**config.mk**
```make
export PLATFORM = sky130hd
export DESIGN_NAME = cache_mem_arbiter
export DESIGN_NICKNAME = d
export VERILOG_FILES = /design/src/rtl/cache_mem_arbiter_pkg.sv /design/src/rtl/cache_mem_arbiter_beat_counter.sv /design/src/rtl/cache_mem_arbiter.sv
export SDC_FILE = /design/constraint.sdc
export NUM_CORES = 1
export LEC_CHECK = 0
export BUFFER_PORTS_ARGS = -buffer_cell sky130_fd_sc_hd__buf_2
export CAP_MARGIN = 0
export CORE_UTILIZATION = 30
export DETAILED_ROUTE_END_ITERATION = 10
export HOLD_SLACK_MARGIN = 0.05
export PLACE_DENSITY = 0.76
export SYNTH_ARGS = -nofsm -noshare
export SYNTH_HDL_FRONTEND = slang
export SYNTH_SLANG_ARGS = --single-unit
```
**constraint.sdc**
```tcl
create_clock -name clk -period 3.52 [get_ports clk]
set_clock_uncertainty 0.05 [all_clocks]
set_input_delay 0.528 -clock clk [delete_from_list [all_inputs] [get_ports clk]]
set_output_delay 0.528 -clock clk [all_outputs]
set_load 0.01 [all_outputs]
```
**src/rtl/cache_mem_arbiter_pkg.sv**
```systemverilog
// Shared types for the cache/main-memory arbiter: FSM states, requester ids,
// and the default block-fill length.
package wisc_mem_pkg;

  typedef enum logic [1:0] {
    IDLE  = 2'd0,
    GNT_I = 2'd1,
    GNT_D = 2'd2
  } arb_state_t;

  typedef enum logic {
    REQ_I = 1'b0,
    REQ_D = 1'b1
  } requester_t;

  localparam int BLOCK_WORDS = 8;

endpackage

```
**src/rtl/cache_mem_arbiter_beat_counter.sv**
```systemverilog
// Counts returned memory beats within one block fill and flags the final beat.
module mem_beat_counter #(
  parameter  int BLOCK_WORDS = 8,
  localparam int CW          = $clog2(BLOCK_WORDS)
) (
  input  logic clk,
  input  logic rst_n,
  input  logic clr,
  input  logic en,
  output logic last
);

  logic [CW-1:0] cnt_q;
  logic [CW-1:0] cnt_d;

  // Natural wrap on the final beat leaves the counter at 0 for the next fill.
  always_comb begin
    cnt_d = cnt_q;
    if (clr) begin
      cnt_d = '0;
    end else if (en) begin
      cnt_d = cnt_q + 1'b1;
    end
  end

  always_ff @(posedge clk or negedge rst_n) begin
    if (!rst_n) begin
      cnt_q <= '0;
    end else begin
      cnt_q <= cnt_d;
    end
  end

  assign last = (cnt_q == CW'(BLOCK_WORDS - 1));

endmodule

```
**src/rtl/cache_mem_arbiter.sv**
```systemverilog
// Round-robin arbiter sharing the main-memory port between the I-cache and
// D-cache fill FSMs; one block fill or one single-word write per grant.
module cache_mem_arbiter #(
  parameter int ADDR_W      = 16,
  parameter int DATA_W      = 16,
  parameter int BLOCK_WORDS = 8
) (
  input  logic              clk,
  input  logic              rst_n,
  input  logic              ic_req,
  input  logic [ADDR_W-1:0] ic_addr,
  output logic              ic_grant,
  output logic              ic_data_valid,
  input  logic              dc_req,
  input  logic              dc_wr,
  input  logic [ADDR_W-1:0] dc_addr,
  input  logic [DATA_W-1:0] dc_wdata,
  output logic              dc_grant,
  output logic              dc_data_valid,
  output logic [DATA_W-1:0] mem_rdata,
  output logic              mem_enable,
  output logic              mem_wr,
  output logic [ADDR_W-1:0] mem_addr,
  output logic [DATA_W-1:0] mem_wdata,
  input  logic [DATA_W-1:0] mem_data_out,
  input  logic              mem_data_valid
);

  import wisc_mem_pkg::*;

  arb_state_t state_q, state_d;
  requester_t last_grant_q, last_grant_d;
  logic       op_wr_q, op_wr_d;

  logic beat_clr;
  logic beat_en;
  logic beat_last;
  logic beat_done;

  // Beats are only counted for read ops; valids seen in IDLE are dropped.
  assign beat_clr  = (state_q == IDLE);
  assign beat_en   = mem_data_valid &&
                     ((state_q == GNT_I) || ((state_q == GNT_D) && !op_wr_q));
  assign beat_done = beat_en && beat_last;

  mem_beat_counter #(
    .BLOCK_WORDS (BLOCK_WORDS)
  ) u_beat_cnt (
    .clk   (clk),
    .rst_n (rst_n),
    .clr   (beat_clr),
    .en    (beat_en),
    .last  (beat_last)
  );

  always_comb begin
    state_d      = state_q;
    last_grant_d = last_grant_q;
    op_wr_d      = op_wr_q;
    case (state_q)
      IDLE: begin
        // On a tie, the requester that did not win last time goes first.
        if (ic_req && (!dc_req || (last_grant_q == REQ_D))) begin
          state_d      = GNT_I;
          last_grant_d = REQ_I;
          op_wr_d      = 1'b0;
        end else if (dc_req) begin
          state_d      = GNT_D;
          last_grant_d = REQ_D;
          op_wr_d      = dc_wr;
        end
      end
      GNT_I: begin
        if (beat_done) state_d = IDLE;
      end
      GNT_D: begin
        if (op_wr_q || beat_done) state_d = IDLE;
      end
      default: state_d = IDLE;
    endcase
  end

  always_ff @(posedge clk or negedge rst_n) begin
    if (!rst_n) begin
      state_q      <= IDLE;
      last_grant_q <= REQ_I;
      op_wr_q      <= 1'b0;
    end else begin
      state_q      <= state_d;
      last_grant_q <= last_grant_d;
      op_wr_q      <= op_wr_d;
    end
  end

  assign ic_grant      = (state_q == GNT_I);
  assign dc_grant      = (state_q == GNT_D);
  assign ic_data_valid = ic_grant && mem_data_valid;
  assign dc_data_valid = dc_grant && mem_data_valid;
  assign mem_rdata     = mem_data_out;

  // mem_enable follows req during reads, so a dropped req stops new issues
  // while the grant is still held to drain outstanding beats.
  always_comb begin
    mem_enable = 1'b0;
    mem_wr     = 1'b0;
    mem_addr   = '0;
    mem_wdata  = '0;
    case (state_q)
      GNT_I: begin
        mem_enable = ic_req;
        mem_addr   = ic_addr;
      end
      GNT_D: begin
        mem_addr = dc_addr;
        if (op_wr_q) begin
          mem_enable = 1'b1;
          mem_wr     = 1'b1;
          mem_wdata  = dc_wdata;
        end else begin
          mem_enable = dc_req;
        end
      end
      default: ;
    endcase
  end

endmodule

```
==> results.md <==
- For the pin with the worst max-slew slack, the measured transition is 0.8024 ns.
- In this run the worst setup path begins at state_q[0].
- The first global-routing pass estimated 3.974 mm of wire.
- Counting distinct cell types in the post-synthesis netlist gives 26.
- Across the run, the number of max-cap violations was 0.
- The critical path endpoint category is a primary output.
- The worst-skew pair later-pin latency is 0.26 ns.
- The vias after detailed routing is 1097.
- The number of DRC violations after detailed routing is 0.
- Setup repair after global routing left no endpoint under its margin.
- Counting every instance in the synthesized netlist gives 124.
- The clock net in this run drives a total of 7 sinks.
- In this run the number of H-tree levels came out at 1.
- Yosys attributes the largest share of cell area to sky130_fd_sc_hd__dfrtp_1 18%, sky130_fd_sc_hd__a22oi_1 12%, sky130_fd_sc_hd__buf_4 12%.
- The quantity of gates resized following cts is 0.
- After detailed routing, the average wire length per cell comes to 11.04 um.
- The final hold violation count is 0.
- The last element of the critical path is mem_addr[14].
- The mapped netlist covers 974.7 um2.
- Of the available clock period, the critical path in the final layout requires 0.7130.
- Power spread over the standard cell area amounts to 570.4 mW/mm2.
- The portion of the post-synthesis area used by sequential elements is 0.1797.
- The wire length after detailed routing is 2.639 mm.
- The utilization after layout is 0.4423.
- During placement, the flow inserted port buffers numbering 91.
- TritonCTS built the clock tree.
- After clock tree synthesis, the clock-pin slew on the worst setup and hold paths is 0.06 ns.
- The worst register-to-register path begins at state_q[0].
- 124 I/O pins were placed.
- A synthesized cell averages 7.860 um2.
- After synthesis the netlist holds a flip-flop and latch count of 7.
- Setup total negative slack on the finished layout was measured at 0 ns.
- The die width is 59 um.
- The initial utilization of the core area, before any placement, comes to 0.3167.
- Counting I/O delays and the setup requirement, the final critical path takes 2.510 ns.
- The class of the most critical setup path is reg -> out.
- The total nets after synthesis is 199.
- Setup violations remaining at the end of the flow were counted as 0.
- The worst-case IR drop observed on VDD is 296.7 uV.
- The initial antenna violation count is 0.
- The core region is 0.003078 mm2.
- The Yosys step of the flow raised 0 warnings.
- For this run, the top clock speed supported by timing is 398.5 MHz.
- In this run the static leakage power is 0.8111 nW.
- The number of global-route vias before repair is 941.
- The run finished with clean final reports.
- In this run the deepest clock path goes through 2 buffers.
- In this run the post-CTS setup repair buffer count came out at 0.
- Before antenna repair, the detailed router went through 4 iterations.
- For the worst setup path, the data required time is 2.94 ns.
- The worst hold path belongs to the class reg -> reg.
- The chip height is 59 um.
- TritonCTS created 3 clock buffers.
- Once detail routing completed, the nets flagged for antenna violations numbered 0.
- Setup slack on the worst reg-to-reg path comes out at 1.39 ns.
- The buffer type at the clock tree root is sky130_fd_sc_hd__clkbuf_4.
- The cell depth of the worst min-delay path is 1.
- The filler cells instantiated in the layout total 315.
- Of the post-synthesis cell area, the dominant cell type holds 0.1797.
- The die covers 0.003481 mm2.
- The cell row count is 20.
- The data arrival time of the critical path is 1.93 ns.
- Of the cells placed in the final design, the portion with a size suffix greater than 1 is 0.5077.
- In this run the worst path has a maximum fanout of 21.
- The worst register-to-register path ends at u_beat_cnt.cnt_q[0].
- The final weighted congestion in routability-driven placement is 0.6880.
- The area overhead of the layout relative to synthesis is 39.67%.
- The net count of the finished layout is 271.
- STA classifies the critical path startpoint as a flop.
- The number of inserted diodes is 0.
- After detailed routing, the number of vias per cell comes to 4.590.
- The largest area contributor in the netlist is sky130_fd_sc_hd__dfrtp_1.
- The tightest slew margin relative to the limit is 0.4651.
- The total global-route track usage is 0.1450.
- The number of cell instances on the worst register-to-register path is 6.
- The total half-perimeter wirelength after legalization and detailed placement is 2.094 mm.
- Entering global routing, the biggest net connects 24 pins.
- The final number of max-transition violations was 0.
- The DRC marker count from the first detailed-route iteration is 58.
- The total global routing overflow is 0.
kinds of logic (layout without fill, tap and decap cells):
kind of cell,count (synthesis),after routing,share of synthesized area
buf+inv,30,101,0.1887
mux,3,3,0.03594
simple gates,50,50,0.3106
fa+ha+maj,5,5,0.06418
compound gates,29,29,0.2208
flops,7,7,0.1797
how the worst min path moves through the flow:
stage | start | to | slack [ns]
after floorplan | rst_n | last_grant_q | 0.18
after global placement | rst_n | u_beat_cnt.cnt_q[1] | 0.32
after detailed placement | rst_n | u_beat_cnt.cnt_q[1] | 0.32
after CTS | last_grant_q | last_grant_q | 0.47
after global routing | last_grant_q | last_grant_q | 0.49
final | last_grant_q | last_grant_q | 0.47
metal layers:
layer | up-vias | wire [um] | GRT usage
met5 | - | 0 | 0
met2 | 55 | 1288 | 0.2614
li1 | 557 | - | -
met1 | 483 | 1111 | 0.1631
met3 | 2 | 234 | 0.02620
met4 | 0 | 4 | 0.07143
power by group:
group	leakage, nW	switching [mW]	internal [mW]
clock	0.0177	0.0346	0.0418
combinational	0.701	0.291	0.269
sequential	0.0921	0.0356	0.104
per-stage QoR:
| step | area (um2) | worst slack [ns] | total power [mW] | hold slack, ns | instances |
|---|---|---|---|---|---|
| 4_1_cts | 1361 | 0.9936 | 0.7839 | 0.4724 | 239 |
| 2_1_floorplan | 974.7 | 1.514 | 0.5633 | 0.1824 | 124 |
| 3_3_place_gp | 1324 | 1.329 | 0.6935 | 0.3236 | 234 |
| 5_1_grt | 1361 | 0.8074 | 0.8473 | 0.4913 | 239 |
| 6_report | 1361 | 1.010 | 0.7764 | 0.4691 | 239 |
| 3_5_place_dp | 1324 | 1.289 | 0.7035 | 0.3242 | 234 |
flip-flops by register name, summed over array words and instances, names as in the netlist:
| register | flops |
|---|---|
| last_grant_q | 1 |
| state_q | 2 |
| u_beat_cnt.cnt_q | 3 |
| op_wr_q | 1 |
layout by cell type, fill, tap and decap left out:
cell type and n:
sky130_fd_sc_hd__o211ai_1 4, sky130_fd_sc_hd__nor2_1 1, sky130_fd_sc_hd__nand2b_1 4, sky130_fd_sc_hd__ha_1 5, sky130_fd_sc_hd__mux2i_1 2, sky130_fd_sc_hd__and2_1 3
sky130_fd_sc_hd__o21a_1 1, sky130_fd_sc_hd__and3_1 16, sky130_fd_sc_hd__a21o_1 1, sky130_fd_sc_hd__o21a_4 1, sky130_fd_sc_hd__nor2b_4 1, sky130_fd_sc_hd__clkbuf_4 3
sky130_fd_sc_hd__dfrtp_1 7, sky130_fd_sc_hd__clkinv_2 1, sky130_fd_sc_hd__nand2_1 6, sky130_fd_sc_hd__a21boi_0 1, sky130_fd_sc_hd__o21bai_1 1, sky130_fd_sc_hd__a22oi_1 16
sky130_fd_sc_hd__dlygate4sd3_1 1, sky130_fd_sc_hd__nand3b_1 1, sky130_fd_sc_hd__nand3_1 1, sky130_fd_sc_hd__o21ai_0 4, sky130_fd_sc_hd__nor2b_1 17, sky130_fd_sc_hd__buf_2 91
sky130_fd_sc_hd__inv_1 4, sky130_fd_sc_hd__buf_4 1, sky130_fd_sc_hd__mux2_4 1
Yosys cell counts:
master                     number
sky130_fd_sc_hd__nor2b_1       17
sky130_fd_sc_hd__a22oi_1       16
sky130_fd_sc_hd__and3_1        16
sky130_fd_sc_hd__buf_4         16
sky130_fd_sc_hd__dfrtp_1        7
sky130_fd_sc_hd__clkbuf_1       6
sky130_fd_sc_hd__nand2_1        6
sky130_fd_sc_hd__ha_1           5
sky130_fd_sc_hd__inv_1          4
sky130_fd_sc_hd__nand2b_1       4
sky130_fd_sc_hd__o211ai_1       4
sky130_fd_sc_hd__o21ai_0        4
sky130_fd_sc_hd__and2_1         3
sky130_fd_sc_hd__buf_2          3
sky130_fd_sc_hd__mux2i_1        2
sky130_fd_sc_hd__a21boi_0       1
sky130_fd_sc_hd__a21o_1         1
sky130_fd_sc_hd__buf_6          1
sky130_fd_sc_hd__mux2_4         1
sky130_fd_sc_hd__nand3_1        1
sky130_fd_sc_hd__nand3b_1       1
sky130_fd_sc_hd__nor2_1         1
sky130_fd_sc_hd__nor2b_4        1
sky130_fd_sc_hd__o21a_1         1
sky130_fd_sc_hd__o21a_4         1
sky130_fd_sc_hd__o21bai_1       1
area by class of cell:
class                           count  area, um2  share of cell area
Clock buffer                        3      22.52             0.01654
Timing Repair Buffer               93      473.0              0.3474
Clock inverter                      1      5.005            0.003676
Multi-Input combinational cell     87      615.6              0.4522
Inverter                            4      15.01             0.01103
Tap cell                           44      55.05             0.04044
Sequential cell                     7      175.2              0.1287
what timing repair did:
| item | 4_1_cts | 5_1_grt |
|---|---|---|
| hold buffers | 1 | 0 |
| setup endpoints to repair | 0 | 0 |
| hold endpoints to repair | 7 | 0 |
worst max-delay path, cell delays in order (launching register included):
cell and delay (ns):
sky130_fd_sc_hd__dfrtp_1 0.41, sky130_fd_sc_hd__inv_1 0.09, sky130_fd_sc_hd__ha_1 0.47, sky130_fd_sc_hd__buf_4 0.31
sky130_fd_sc_hd__a22oi_1 0.11, sky130_fd_sc_hd__nor2b_1 0.15, sky130_fd_sc_hd__buf_2 0.14
No activity file was read; power rests on OpenSTA's default activity.
